<file path="src/rtl/vga_timing_pkg.sv">
`default_nettype none
// ============================================================================
//  Module   : vga_timing_pkg
//  Brief    : 640x480@60 raster defaults, derived totals/sync bounds, the
//             renderer colour palette and a window-decode helper.
//  Revision : 1.0 - initial release
// ============================================================================
package vga_timing_pkg;

    // Raster counter width; totals up to 1024 fit.
    localparam int c_CNT_W = 10;

    // Horizontal defaults (pixels)
    localparam int c_H_VISIBLE = 640;
    localparam int c_H_FP      = 16;
    localparam int c_H_SYNC    = 96;
    localparam int c_H_BP      = 48;

    // Vertical defaults (lines)
    localparam int c_V_VISIBLE = 480;
    localparam int c_V_FP      = 10;
    localparam int c_V_SYNC    = 2;
    localparam int c_V_BP      = 33;

    // Derived values; sync end is exclusive
    localparam int c_H_TOTAL      = c_H_VISIBLE + c_H_FP + c_H_SYNC + c_H_BP;
    localparam int c_V_TOTAL      = c_V_VISIBLE + c_V_FP + c_V_SYNC + c_V_BP;
    localparam int c_H_SYNC_START = c_H_VISIBLE + c_H_FP;
    localparam int c_H_SYNC_END   = c_H_SYNC_START + c_H_SYNC;
    localparam int c_V_SYNC_START = c_V_VISIBLE + c_V_FP;
    localparam int c_V_SYNC_END   = c_V_SYNC_START + c_V_SYNC;

    // 12-bit RGB (4:4:4) colours used by the renderer
    localparam logic [11:0] c_COLOR_BLACK  = 12'h000;
    localparam logic [11:0] c_COLOR_WHITE  = 12'hFFF;
    localparam logic [11:0] c_COLOR_RED    = 12'hF00;
    localparam logic [11:0] c_COLOR_GREEN  = 12'h0F0;
    localparam logic [11:0] c_COLOR_BLUE   = 12'h00F;
    localparam logic [11:0] c_COLOR_YELLOW = 12'hFF0;
    localparam logic [11:0] c_COLOR_GREY   = 12'h888;

    // True when lo <= pos < hi; one extra bit so a bound of 1024 is representable
    function automatic logic in_window(
        input logic [c_CNT_W:0] pos,
        input logic [c_CNT_W:0] lo,
        input logic [c_CNT_W:0] hi
    );
        return (pos >= lo) && (pos < hi);
    endfunction

endpackage
`default_nettype wire

</file>
<file path="src/rtl/vga_sync_gen_clk_en_div.sv">
`default_nettype none
// ============================================================================
//  Module   : clk_en_div
//  Brief    : Divides Clk into a one-cycle enable every CLK_DIV cycles.
//             The enable is registered from the cycle in which the divider
//             sits at its terminal count; constant 1 out of reset when
//             CLK_DIV = 1.
//  Revision : 1.0 - initial release
// ============================================================================
module clk_en_div #(
    parameter int CLK_DIV = 4
) (
    input  logic Clk,
    input  logic Reset_n,
    output logic pix_en
);

    localparam int c_DIV_W = (CLK_DIV > 1) ? $clog2(CLK_DIV) : 1;

    if ((CLK_DIV < 1) || (CLK_DIV > 16)) begin : g_bad_div
        $error("clk_en_div: CLK_DIV must be in 1..16");
    end

    logic r_pix_en;

    if (CLK_DIV == 1) begin : g_div_bypass
        // Every cycle is a pixel cycle once out of reset
        always_ff @(posedge Clk) begin
            if (!Reset_n) r_pix_en <= 1'b0;
            else          r_pix_en <= 1'b1;
        end
    end else begin : g_div_count
        localparam logic [c_DIV_W-1:0] c_DIV_LAST = c_DIV_W'(CLK_DIV - 1);
        logic [c_DIV_W-1:0] r_div;

        // Wrap the divider and flag the cycle following its terminal count
        always_ff @(posedge Clk) begin
            if (!Reset_n) begin
                r_div    <= '0;
                r_pix_en <= 1'b0;
            end else begin
                r_pix_en <= (r_div == c_DIV_LAST);
                r_div    <= (r_div == c_DIV_LAST) ? '0 : r_div + 1'b1;
            end
        end
    end

    assign pix_en = r_pix_en;

endmodule
`default_nettype wire

</file>
<file path="src/rtl/vga_sync_gen.sv">
`default_nettype none
// ============================================================================
//  Module   : vga_sync_gen
//  Brief    : Raster timing generator: pixel enable, h/v counters, active
//             area flag, active-low syncs and line/frame start strobes.
//             Decoded outputs are registered from the next counter values so
//             they line up with the counters on the same cycle.
//  Revision : 1.0 - initial release
// ============================================================================
module vga_sync_gen
    import vga_timing_pkg::*;
#(
    parameter int H_VISIBLE = c_H_VISIBLE,
    parameter int H_FP      = c_H_FP,
    parameter int H_SYNC    = c_H_SYNC,
    parameter int H_BP      = c_H_BP,
    parameter int V_VISIBLE = c_V_VISIBLE,
    parameter int V_FP      = c_V_FP,
    parameter int V_SYNC    = c_V_SYNC,
    parameter int V_BP      = c_V_BP,
    parameter int CLK_DIV   = 4
) (
    input  logic               Clk,
    input  logic               Reset_n,
    output logic               pix_en,
    output logic [c_CNT_W-1:0] hCount,
    output logic [c_CNT_W-1:0] vCount,
    output logic               bright,
    output logic               hSync,
    output logic               vSync,
    output logic               line_start,
    output logic               frame_start
);

    localparam int c_H_TOT = H_VISIBLE + H_FP + H_SYNC + H_BP;
    localparam int c_V_TOT = V_VISIBLE + V_FP + V_SYNC + V_BP;

    if ((c_H_TOT > 1024) || (c_V_TOT > 1024)) begin : g_bad_raster
        $error("vga_sync_gen: H_TOTAL and V_TOTAL must not exceed 1024");
    end

    localparam logic [c_CNT_W-1:0] c_H_LAST   = c_CNT_W'(c_H_TOT - 1);
    localparam logic [c_CNT_W-1:0] c_V_LAST   = c_CNT_W'(c_V_TOT - 1);
    localparam logic [c_CNT_W:0]   c_H_VIS    = (c_CNT_W + 1)'(H_VISIBLE);
    localparam logic [c_CNT_W:0]   c_V_VIS    = (c_CNT_W + 1)'(V_VISIBLE);
    localparam logic [c_CNT_W:0]   c_HS_START = (c_CNT_W + 1)'(H_VISIBLE + H_FP);
    localparam logic [c_CNT_W:0]   c_HS_END   = (c_CNT_W + 1)'(H_VISIBLE + H_FP + H_SYNC);
    localparam logic [c_CNT_W:0]   c_VS_START = (c_CNT_W + 1)'(V_VISIBLE + V_FP);
    localparam logic [c_CNT_W:0]   c_VS_END   = (c_CNT_W + 1)'(V_VISIBLE + V_FP + V_SYNC);

    logic               w_pix_en;
    logic [c_CNT_W-1:0] r_h_count;
    logic [c_CNT_W-1:0] r_v_count;
    logic               r_bright;
    logic               r_hsync;
    logic               r_vsync;
    logic               r_line_start;
    logic               r_frame_start;

    logic               w_h_wrap;
    logic               w_v_wrap;
    logic [c_CNT_W-1:0] w_h_next;
    logic [c_CNT_W-1:0] w_v_next;
    logic               w_bright_next;
    logic               w_hsync_next;
    logic               w_vsync_next;

    clk_en_div #(
        .CLK_DIV (CLK_DIV)
    ) u_clk_en_div (
        .Clk     (Clk),
        .Reset_n (Reset_n),
        .pix_en  (w_pix_en)
    );

    // Next raster position and the decodes taken from it
    always_comb begin
        w_h_wrap = (r_h_count == c_H_LAST);
        w_v_wrap = (r_v_count == c_V_LAST);
        w_h_next = w_h_wrap ? '0 : r_h_count + 1'b1;
        w_v_next = r_v_count;
        if (w_h_wrap) begin
            w_v_next = w_v_wrap ? '0 : r_v_count + 1'b1;
        end
        w_bright_next = ({1'b0, w_h_next} < c_H_VIS) && ({1'b0, w_v_next} < c_V_VIS);
        w_hsync_next  = !in_window({1'b0, w_h_next}, c_HS_START, c_HS_END);
        w_vsync_next  = !in_window({1'b0, w_v_next}, c_VS_START, c_VS_END);
    end

    // Advance the raster on pixel enables; strobes last one Clk
    always_ff @(posedge Clk) begin
        if (!Reset_n) begin
            r_h_count     <= '0;
            r_v_count     <= '0;
            r_bright      <= 1'b0;
            r_hsync       <= 1'b1;
            r_vsync       <= 1'b1;
            r_line_start  <= 1'b0;
            r_frame_start <= 1'b0;
        end else if (w_pix_en) begin
            r_h_count     <= w_h_next;
            r_v_count     <= w_v_next;
            r_bright      <= w_bright_next;
            r_hsync       <= w_hsync_next;
            r_vsync       <= w_vsync_next;
            r_line_start  <= w_h_wrap;
            r_frame_start <= w_h_wrap && w_v_wrap;
        end else begin
            r_line_start  <= 1'b0;
            r_frame_start <= 1'b0;
        end
    end

    assign pix_en      = w_pix_en;
    assign hCount      = r_h_count;
    assign vCount      = r_v_count;
    assign bright      = r_bright;
    assign hSync       = r_hsync;
    assign vSync       = r_vsync;
    assign line_start  = r_line_start;
    assign frame_start = r_frame_start;

endmodule
`default_nettype wire

</file>
<file path="config.mk">
export PLATFORM = sky130hd
export DESIGN_NAME = vga_sync_gen
export DESIGN_NICKNAME = d
export VERILOG_FILES = /design/src/rtl/vga_timing_pkg.sv /design/src/rtl/vga_sync_gen_clk_en_div.sv /design/src/rtl/vga_sync_gen.sv
export SDC_FILE = /design/constraint.sdc
export NUM_CORES = 1
export LEC_CHECK = 0
export BUFFER_PORTS_ARGS = -buffer_cell sky130_fd_sc_hd__clkbuf_2
export CORE_MARGIN = 2
export CORE_UTILIZATION = 60
export DETAILED_ROUTE_END_ITERATION = 7
export GPL_TIMING_DRIVEN = 0
export MAX_ROUTING_LAYER = met4
export PLACE_DENSITY = 0.84
export SYNTH_ARGS = -nofsm -noshare
export SYNTH_HDL_FRONTEND = slang
export SYNTH_SLANG_ARGS = --single-unit
</file>
<file path="constraint.sdc">
create_clock -name Clk -period 4 [get_ports Clk]
set_input_delay 0.2 -clock Clk [delete_from_list [all_inputs] [get_ports Clk]]
set_output_delay 0.2 -clock Clk [all_outputs]
set_load 0.1 [all_outputs]
</file>
Word level (Yosys, flattened, before mapping):

Cells that the tools add are included.

* bits in registers: 28
* input bits: 2
* output and inout port bits: 26
* logic and storage cells: 33

* $add $sub $neg: 3
* $lt $le $gt $ge: 6
* equality and inequality tests: 3
* mux-type cells: 3
* bitwise gates (word level): 1
* reduce and logical (&&, ||, !) cells: 8

Operator list (number)
* $mux W10: 3
* $add A10 B1 Y10 const B: 2
* $eq A10 B10 Y1 const B: 2
* $lt A10 B10 Y1 const B: 2
* $lt A10 B9 Y1 const B: 2
* $ge A10 B10 Y1 const B: 1
* $ge A10 B9 Y1 const B: 1
* $logic_and A1 B1 Y1: 4
* $add A2 B1 Y2 const B: 1
* $eq A2 B2 Y1 const B: 1
* $logic_not A1 Y1: 2
* $reduce_and A2 Y1: 1
* $reduce_or A2 Y1: 1
* $not A1 Y1: 1

Logic depth before layout (Yosys ltp):

Gate-level depths: netlist of run 1.

* word-level depth: 6
* gate-level depth with buffers: 9
* mapped depth without buffers: 8

Cells and area by module:

From an unflattened synthesis of run 1, not the netlist that was laid out.

* cell total of the unflattened synthesis: 210
* area total of the unflattened synthesis: 1699.1 sq um

Modules (own cells, without submodules)
* vga_sync_gen: instances 1, cells each 203, area each 1597.8 sq um, sequential area each 500.5 sq um
* clk_en_div: instances 1, cells each 7, area each 101.3 sq um, sequential area each 60.1 sq um

Least setup slack after synthesis of run 1:

No wires, ideal clock.

* kind: reg2reg
* start: register r_h_count[0], in the netlist hCount[0]
* end: register r_bright, in the netlist bright
* setup time: 0.118 ns
* arrival time: 2.652 ns
* required time: 3.882 ns
* path slack: 1.231 ns
* stages on the path, launching flop included: 8
* path buffers: 0
* period minus slack after synthesis: 2.769 ns
* cells stage by stage: dfxtp_1 -> ha_1 -> and4_1 -> nand4_4 -> a2111oi_2 -> o22ai_1 -> a21boi_1 -> a32o_1

* longest elaborated chain between the ends: 4
* elaborated cells between the ends (all ways): 7
* classes of those cells: 1 x add/sub; 2 x order compare; 1 x eq/ne; 2 x mux; 1 x reduce/logical

Ends and longest elaborated chain
* start, declared: line vga_sync_gen.sv:52 `logic [c_CNT_W-1:0] r_h_count;`
* start signal, assigned: line vga_sync_gen.sv:101 `r_h_count <= w_h_next;`
* $add A10 B1 Y10 or $eq A10 B10 Y1 (tied branches): line vga_sync_gen.sv:80, vga_sync_gen.sv:78
* $mux W10 (on tied branches): line vga_sync_gen.sv:80, vga_sync_gen.sv:82
* $lt A10 B10 Y1 or $lt A10 B9 Y1 (tied branches): line vga_sync_gen.sv:85 `w_bright_next = ({1'b0, w_h_next} < c_H_VIS) && ({1'b0, w_v_next} < c_V_VIS);`
* $logic_and A1 B1 Y1 *: line vga_sync_gen.sv:85
* end signal, assigned: line vga_sync_gen.sv:103 `r_bright <= w_bright_next;`
* end, declared: line vga_sync_gen.sv:54 `logic r_bright;`

Mark *: on every way between the ends. The rest lies on a longest branch, timed or not.
A chain may end at the register's enable or synchronous reset.

Worst setup path in the final report of run 1:

* start: register r_h_count[0], in the netlist hCount[0]
* end: register r_v_count[7], in the netlist vCount[7]

* longest elaborated chain between the ends: 2

Ends and longest elaborated chain
* $eq A10 B10 Y1: line vga_sync_gen.sv:78 `w_h_wrap = (r_h_count == c_H_LAST);`
* $mux W10: line vga_sync_gen.sv:82 `if (w_h_wrap) begin`
* end signal, assigned: line vga_sync_gen.sv:102 `r_v_count <= w_v_next;`
* end, declared: line vga_sync_gen.sv:53 `logic [c_CNT_W-1:0] r_v_count;`

No other way between the ends.

==> results of run 1 <==
## area by class of cell
type	count	area, µm²
fill	237	782.0
timing repair buffer	26	130.1
inverter	6	22.52
tap	31	38.79
clock inverter	1	30.03
buffer	15	65.06
multi-input combinational	163	1106
clock buffer	3	22.52
sequential	28	560.5
## path summary, 6_finish.rpt
| kind | startpoint | slack, ns | endpoint |
|---|---|---|---|
| setup / recovery | hCount[0] | 1.74 | vCount[7] |
| hold / removal | Reset_n | 0.26 | vCount[1] |
| setup reg to reg | hCount[0] | 1.74 | vCount[7] |
| hold reg to reg | u_clk_en_div.g_div_count.r_div[0] | 0.45 | u_clk_en_div.g_div_count.r_div[0] |
## per-stage QoR
| step | total power [W] | hold WS, ns |
|---|---|---|
| 3_5_place_dp | 0.0003178 | 0.4359 |
| 2_1_floorplan | 0.0003113 | 0.4045 |
| 5_1_grt | 0.0005190 | 0.2794 |
| 4_1_cts | 0.0005086 | 0.2635 |
| 6_report | 0.0005050 | 0.2635 |
| 3_3_place_gp | 0.0003168 | 0.4199 |
## sequential cells by signal, summed over array words and instances (netlist names)
name / cells
vSync: 1
frame_start: 1
hSync: 1
bright: 1
vCount: 10
u_clk_en_div.pix_en: 1
hCount: 10
u_clk_en_div.g_div_count.r_div: 2
line_start: 1
## metal layers
| layer | vias to the layer above | GRT usage | share of wire |
|---|---|---|---|
| met3 | 3 | 0.03125 | 0.067 |
| met1 | 751 | 0.3605 | 0.49 |
| met5 | - | - | 0 |
| met4 | 0 | 0.09967 | 0.011 |
| met2 | 62 | 0.3604 | 0.43 |
| li1 | 826 | - | - |
## where the power goes
| part | total [W] | switching (W) | internal [W] |
|---|---|---|---|
| sequential | 0.000285 | 0.00000215 | 0.000283 |
| combinational | 0.0000261 | 0.0000191 | 0.00000706 |
| clock | 0.000194 | 0.0000921 | 0.000102 |
| total | 0.000505 | 0.000113 | 0.000392 |
## layout by cell type, fill, tap and decap left out, drive strengths merged, types with 6 or more instances in the layout
| master | n |
|---|---|
| a21boi | 8 |
| a21oi | 10 |
| and2 | 12 |
| buf | 7 |
| clkbuf | 37 |
| dfxtp | 28 |
| inv | 6 |
| nand2 | 20 |
| nand3 | 10 |
| nor2 | 14 |
| nor2b | 7 |
| nor3 | 8 |
| o21ai | 9 |
| xnor2 | 9 |
## cell families after synthesis
family / count (synthesis)
AOI/OAI and AO/OA: 44
muxes: 2
adders and majority gates: 4
and+or+nand+nor: 102
DFF: 28
buffers and inverters: 21
xor gates and xnor gates: 11
==> impl_metrics.json, run 1 <==
{
  "grt_pass1_wl_mm": 6.541,
  "timing.setup.tns_ns": 0,
  "cts_made_buffers": 3,
  "htreeDepth": 1,
  "final-instance-count-excl-fill": 273,
  "clk_path_buf_depth": 2,
  "fp.dieArea_um2": 3372,
  "timing.critical_path.required_ns": 4.30,
  "tritoncts_num_sinks": 28,
  "status": "complete, no violations",
  "post_synth_fa_ha_maj_area_fraction": 0.02853,
  "route.final.wire_length_mm": 3.905,
  "dpl.hpwl_mm": 2.783,
  "setup_slack_ns": 1.738,
  "slowest_stage": "or4_1",
  "firstDrtPassIters": 4,
  "fp.coreArea_um2": 2758,
  "post-cts-setup-buffers": 0,
  "postSynth.topFlopCell": "dfxtp_1",
  "peakVddDrop_mv": 0.2574,
  "ff2ff_path_depth": 6,
  "final_nets": 249,
  "ys_types": 49,
  "timing.critical_path.to_type": "register",
  "synth.area.mux_share": 0.01141,
  "fmax_mhz": 442.1,
  "holdCritPathClass": "in -> reg",
  "buffers_and_inverters_on_the_worst_path": 0,
  "clk-insertion-delay-late_ns": 0.35,
  "timing.critical_path.cells": "ha_1, nand4_2, nor4_2, nand2_1, or4_1, a21boi_1",
  "yosys_warnings": 0,
  "clock_skew_ns": 0.005387,
  "finish.instance_area_um2": 1976,
  "leftover_overflow_at_the_end_of_global_routing": 0,
  "cp_top_family": "simple AND/OR/NAND/NOR gates",
  "fin_crit_sh": 0.5655,
  "routedWlPerCell_um": 14.30,
  "synthesized_flop_and_latch_total": 28,
  "cts.repair.resized": 0,
  "maximum_number_of_pins_on_one_net_before_global_route_repair": 17,
  "cp_slowest_stage_delay_ns": 0.56,
  "port_buffers": 26,
  "effective_utilization_at_floorplan": 0.6361,
  "mappedNetlistArea_um2": 1754,
  "remaining_drc_errors": 0,
  "holdPathStages": 2,
  "cp.depth": 6,
  "detailedPlace.worstSlack_ns": 1.768,
  "setup.worst_path.start_class": "register",
  "worstPathArrival_ns": 2.56,
  "number_of_drc_markers_in_iteration_0": 69,
  "syn_nets": 218,
  "synth-xor-area-share": 0.05492,
  "share_of_synthesized_cell_area_in_and_or_nand_and_nor_gates": 0.3631,
  "critical_path.max_fanout": 8,
  "cts_hold_repair_buffers": 0,
  "synth.top_cells.by_count": "28 x dfxtp_1, 20 x nand2_1, 14 x nor2_1, 12 x and2_1, 10 x a21oi_1",
  "final_max_slew_viol_count": 0,
  "synth.most_common_cell": "dfxtp_1",
  "final.min_clock_period_ns": 2.262,
  "yosysSeqAreaShare": 0.3195,
  "rsz0062_at_grt": "false",
  "placedInstanceArea_um2": 1923,
  "synth-compound-area-share": 0.1726,
  "synth_top_family_by_area": "simple AND/OR/NAND/NOR gates",
  "yosysTopAreaCell": "dfxtp_1",
  "syn2layout_area_growth_pct": 12.62,
  "synth.top_cells.by_area": "dfxtp_1 32%, xnor2_1 4.5%, and2_1 4.3%, nand2_1 4.3%, nor2_1 3.0%",
  "core.rowCount": 19,
  "drive_gt1_frac": 0.2025,
  "setup_viol": 0,
  "cts.clk_slew.worst_paths_ns": 0.15,
  "max_slew.worst_pin.slew_ns": 0.5379,
  "antenna_found_initial": 0,
  "drtAntennaViolNets": 0,
  "synth_cells": 212,
  "crit_type": "reg -> reg",
  "route.detailed.vias_per_inst": 6.015,
  "synth-async-reset-ratio": 0,
  "fp.dieH_um": 58.07,
  "numPlacedInstances": 269,
  "total_track_usage": 0.2523,
  "timing_hold_violations_final": 0,
  "routabilityCongestion": 0.9119,
  "dieWidth_um": 58.07,
  "slew_headroom": 0.6321,
  "power.leakage_nw": 0.7534,
  "routed-via-count": 1642,
  "ios": 28,
  "synth_edf_count": 0,
  "grt_pass1_vias": 1445,
  "number_of_max_cap_violations": 0,
  "power.density_cell_area_nw_per_um2": 255.6,
  "tritoncts": "built",
  "syn_avg_cell_area_um2": 8.274,
  "clock-root-buffer": "clkbuf_4",
  "n_antenna_cell": 0,
  "yosysTopAreaCellShare": 0.3195,
  "final_core_utilization": 0.7164
}
(Power assumes the default switching activity.)
==> inputs of run 2 (changes only) <==
CORE_UTILIZATION = 50   (was 60)
PLACE_DENSITY = 0.75   (was 0.84)
clock period = 2 ns   (was 4 ns; I/O delays follow)
==> impl_metrics.json, run 2 (same netlist as run 1, synthesis figures left out) <==
{
  "status": "complete, no violations",
  "dieWidth_um": 63.23,
  "timing.setup.tns_ns": 0,
  "worst_setup_path_startpoint": "hCount[0]",
  "max_slew.worst_pin.slew_ns": 0.5431,
  "cp_slowest_stage_delay_ns": 0.41,
  "route.detailed.vias_per_inst": 5.778,
  "tritoncts": "built",
  "drive_gt1_frac": 0.3563,
  "final_nets": 254,
  "crit_type": "reg -> reg",
  "worstPathArrival_ns": 2.18,
  "effective_utilization_at_floorplan": 0.5216,
  "fmax_mhz": 519.2,
  "critical_path.max_fanout": 8,
  "power.density_cell_area_nw_per_um2": 421.9,
  "most_frequent_cells_in_the_layout": "27 x clkbuf_2, 18 x nand2_1, 17 x dfxtp_4, 12 x and2_1, 12 x nor2_1",
  "htreeDepth": 1,
  "timing.critical_path.cells": "ha_4, and4_4, nand4_4, a2111oi_2, o22ai_2, a21boi_1, a32o_1",
  "cts.clk_slew.worst_paths_ns": 0.16,
  "ios": 28,
  "core.rowCount": 21,
  "clock_skew_ns": 0.01488,
  "remaining_drc_errors": 0,
  "timing.critical_path.required_ns": 2.25,
  "antenna_found_initial": 0,
  "firstDrtPassIters": 4,
  "tritoncts_num_sinks": 28,
  "number_of_drc_markers_in_iteration_0": 125,
  "fillCellCount": 323,
  "routed-via-count": 1693,
  "storage_element_area_um2": 628.1,
  "internal-power_w": 0.0007107,
  "clk_path_buf_depth": 2,
  "routabilityCongestion": 0.8888,
  "timing.critical_path.to_type": "register",
  "critical_path.reg2reg.startpoint": "hCount[0]",
  "combinationalPowerShare": 0.058,
  "n_antenna_cell": 0,
  "clk-insertion-delay-late_ns": 0.34,
  "number_of_max_cap_violations": 0,
  "buffers_and_inverters_on_the_worst_path": 0,
  "hold_start": "Reset_n",
  "total_track_usage": 0.2265,
  "seqPwrFrac": 0.591,
  "port_buffers": 26,
  "final.min_clock_period_ns": 1.926,
  "fp.dieArea_um2": 3998,
  "grt_pass1_wl_mm": 7.176,
  "dpl.hpwl_mm": 3.010,
  "area_used_by_multi_input_combinational_logic_um2": 1162,
  "maximum_number_of_pins_on_one_net_before_global_route_repair": 17,
  "cts_made_buffers": 3,
  "fin_crit_sh": 0.9630,
  "fp.dieH_um": 63.23,
  "holdCritPathClass": "in -> reg",
  "routedWlPerCell_um": 14.55,
  "pwr-share-clk": 0.352,
  "cp_top_family": "compound AO/OA/AOI/OAI gates",
  "setup_viol": 0,
  "route.final.wire_length_mm": 4.262,
  "slew_headroom": 0.6394,
  "clock-root-buffer": "clkbuf_4",
  "setup.worst_path.start_class": "register",
  "switching_share": 0.2337,
  "post-layout-total-power_w": 0.0009275,
  "leftover_overflow_at_the_end_of_global_routing": 0,
  "layout.cells.most_common": "clkbuf_2",
  "fp.coreArea_um2": 3363,
  "power.net_switching_w": 0.0002168,
  "peakVddDrop_mv": 0.1919,
  "grt_pass1_vias": 1514,
  "slowest_stage": "dfxtp_4",
  "final_max_slew_viol_count": 0,
  "drtAntennaViolNets": 0,
  "timing_hold_violations_final": 0,
  "rsz0062_at_grt": "true",
  "reg_to_reg_slack_setup_ns": 0.07,
  "power.leakage_nw": 0.8249,
  "syn2layout_area_growth_pct": 25.32
}
run 2: changes by cell type in the layout (fill, tap and decap cells not counted), sizes merged:
cell    delta
buf        +6
bufinv     -1
run 2: per-layer routing:
metal | vias up | track usage | routed length, µm
li1 | 840 | - | -
met1 | 812 | 0.2840 | 1917
met2 | 37 | 0.3976 | 2157
met3 | 4 | 0.02679 | 154
met4 | 0 | 0.04076 | 33
met5 | - | - | 0
run 2: power groups by stage:
| stage | clock (W) | sequential, W | combinational (W) |
|---|---|---|---|
| after global placement | 0 | 0.000560 | 0.0000525 |
| after global routing | 0.000364 | 0.000549 | 0.0000591 |
| final | 0.000326 | 0.000548 | 0.0000534 |
| after CTS | 0.000338 | 0.000548 | 0.0000541 |
| after floorplan | 0 | 0.000577 | 0.0000238 |
| after detailed placement | 0 | 0.000560 | 0.0000543 |
run 2: path summary, 6_finish.rpt:
kind,end,depth (start not counted)
max,bright,7
min,vCount[1],2
max reg2reg,bright,7
min reg2reg,u_clk_en_div.g_div_count.r_div[0],1
run 2: repair_timing:
item,4_1_cts,5_1_grt
endpoints found under the setup margin,3,3
setup buffers,3,4
hold endpoints to repair,0,0
pin swaps,1,3
hold buffers,0,0
gates resized for setup,5,7
run 2: cell type report:
| class | instances | share of cell area |
|---|---|---|
| inverters | 6 | 0.01024 |
| repair buffers | 33 | 0.08310 |
| flip-flops and latches | 28 | 0.2857 |
| clock buffers | 4 | 0.02163 |
| multi-input cells | 163 | 0.5287 |
| plain buffers | 13 | 0.04439 |
| well taps | 46 | 0.02618 |
run 2: stage by stage:
stage / hold slack, ns / area [µm²] / std cells / utilization / setup slack, ns
finish: 0.1517 / 2198 / 293 / 0.6536 / 0.07392
global route: 0.1435 / 2198 / 293 / 0.6536 / -0.01730
CTS: 0.1448 / 2153 / 291 / 0.6403 / 0.02185
detailed placement: 0.4324 / 2064 / 284 / 0.6138 / -0.06789
global placement: 0.4187 / 2064 / 284 / 0.6138 / -0.07336
floorplan: 0.4045 / 1877 / 212 / - / -0.01459
==> inputs of run 3 (changes only) <==
CORE_ASPECT_RATIO = 1.1   (was unset)
==> impl_metrics.json, run 3 (same netlist as run 1, synthesis figures left out) <==
{
  "firstDrtPassIters": 4,
  "buffers_and_inverters_on_the_worst_path": 0,
  "power.net_switching_w": 0.0002170,
  "power.leakage_nw": 0.7840,
  "fmax_mhz": 520.8,
  "effective_utilization_at_floorplan": 0.5224,
  "htreeDepth": 1,
  "fillCellCount": 318,
  "clock-root-buffer": "clkbuf_4",
  "internal-power_w": 0.0006688,
  "routedWlPerCell_um": 14.10,
  "syn2layout_area_growth_pct": 23.11,
  "placedInstanceArea_um2": 2067,
  "switching_share": 0.2450,
  "slowest_stage": "a2111oi_0",
  "route.final.wire_length_mm": 4.104,
  "leftover_overflow_at_the_end_of_global_routing": 0,
  "layout.cells.most_common": "clkbuf_2",
  "setup.worst_path.start_class": "register",
  "final_core_utilization": 0.6431,
  "port_buffers": 26,
  "grt_pass1_wl_mm": 6.768,
  "crit_type": "reg -> reg",
  "dieWidth_um": 60.48,
  "timing_hold_violations_final": 0,
  "drive_gt1_frac": 0.3457,
  "timing.critical_path.cells": "nand3_1, nor2_1, xnor2_1, o22ai_1, a2111oi_0, a21oi_1",
  "final_nets": 250,
  "dpl.hpwl_mm": 2.949,
  "tritoncts_num_sinks": 28,
  "cp_top_family": "compound AO/OA/AOI/OAI gates",
  "cts_made_buffers": 3,
  "antenna_found_initial": 0,
  "timing.critical_path.to_type": "register",
  "rsz0062_at_grt": "true",
  "number_of_max_cap_violations": 0,
  "cts.clk_slew.worst_paths_ns": 0.16,
  "timing.setup.tns_ns": 0,
  "combinationalPowerShare": 0.058,
  "maximum_number_of_pins_on_one_net_before_global_route_repair": 16,
  "fp.dieArea_um2": 3999,
  "peakVddDrop_mv": 0.3219,
  "fin_crit_sh": 0.9601,
  "cp_slowest_stage_delay_ns": 0.57,
  "finish.instance_area_um2": 2160,
  "most_frequent_cells_in_the_layout": "26 x clkbuf_2, 17 x nand2_1, 17 x dfxtp_4, 13 x nor2_1, 12 x and2_1",
  "final-instance-count-excl-fill": 291,
  "grt_pass1_vias": 1408,
  "slew_headroom": 0.6131,
  "clock_skew_ns": 0.01133,
  "holdCritPathClass": "in -> reg",
  "routed-via-count": 1637,
  "tritoncts": "built",
  "status": "complete, no violations",
  "final.min_clock_period_ns": 1.920,
  "clk_path_buf_depth": 2,
  "total_track_usage": 0.2266,
  "ios": 28,
  "setup_viol": 0,
  "post-layout-total-power_w": 0.0008858,
  "clk-insertion-delay-late_ns": 0.33,
  "power.density_cell_area_nw_per_um2": 410.2,
  "pwr-share-clk": 0.321,
  "timing.critical_path.required_ns": 2.23,
  "seqPwrFrac": 0.621,
  "cts_hold_repair_buffers": 0,
  "max_slew.worst_pin.slew_ns": 0.5657,
  "worstPathArrival_ns": 2.15,
  "remaining_drc_errors": 0,
  "fp.coreArea_um2": 3358,
  "drtAntennaViolNets": 0,
  "final_max_slew_viol_count": 0,
  "n_antenna_cell": 0,
  "route.detailed.vias_per_inst": 5.625,
  "number_of_drc_markers_in_iteration_0": 59,
  "routabilityCongestion": 0.8470,
  "fp.dieH_um": 66.12,
  "critical_path.max_fanout": 7,
  "numPlacedInstances": 286,
  "core.rowCount": 22
}
run 3: power by group through the flow:
stage / registers (W) / logic [W] / clock network (W)
3_3_place_gp: 0.000560 / 0.0000529 / 0
6_report: 0.000550 / 0.0000516 / 0.000284
4_1_cts: 0.000548 / 0.0000541 / 0.000292
5_1_grt: 0.000551 / 0.0000550 / 0.000317
2_1_floorplan: 0.000577 / 0.0000238 / 0
3_5_place_dp: 0.000560 / 0.0000537 / 0
run 3: worst paths after layout:
check	startpoint	slack (ns)	cells after the start	end
max	hCount[4]	0.08	6	hSync
max reg2reg	hCount[4]	0.08	6	hSync
min	Reset_n	0.20	2	vCount[1]
min reg2reg	u_clk_en_div.g_div_count.r_div[0]	0.45	1	u_clk_en_div.g_div_count.r_div[0]
run 3: what timing repair did:
| action | 4_1_cts | 5_1_grt |
|---|---|---|
| pin swaps | 1 | 2 |
| endpoints found under the setup margin | 4 | 8 |
| resized for setup | 4 | 8 |
| cloned | 0 | 0 |
| setup buffers | 2 | 2 |
| endpoints found under the hold margin | 0 | 0 |
run 3: per-stage QoR:
| stage | worst slack [ns] | hold WS [ns] |
|---|---|---|
| floorplan | -0.01459 | 0.4045 |
| global placement | -0.1006 | 0.4147 |
| detailed placement | -0.09684 | 0.4393 |
| CTS | 0.01196 | 0.1742 |
| global route | -0.09659 | 0.2178 |
| finish | 0.07979 | 0.1997 |
run 3: per-layer routing:
layer / up-vias / share of wire / GRT usage
met1: 772 / 0.50 / 0.3301
met2: 32 / 0.45 / 0.3247
met3: 4 / 0.038 / 0.03131
met4: 0 / 0.0076 / 0.06793
met5: - / 0 / -
li1: 829 / - / -
run 3: layout make-up:
cell class              instances  area [µm²]  share of cell area
multi-input cells             163        1152              0.5336
inverters                       6       22.52             0.01043
clock buffers                   4       36.28             0.01680
repair buffers                 30       160.2             0.07416
plain buffers                  12       100.1             0.04635
flip-flops and latches         28       628.1              0.2908
well taps                      48       60.06             0.02781
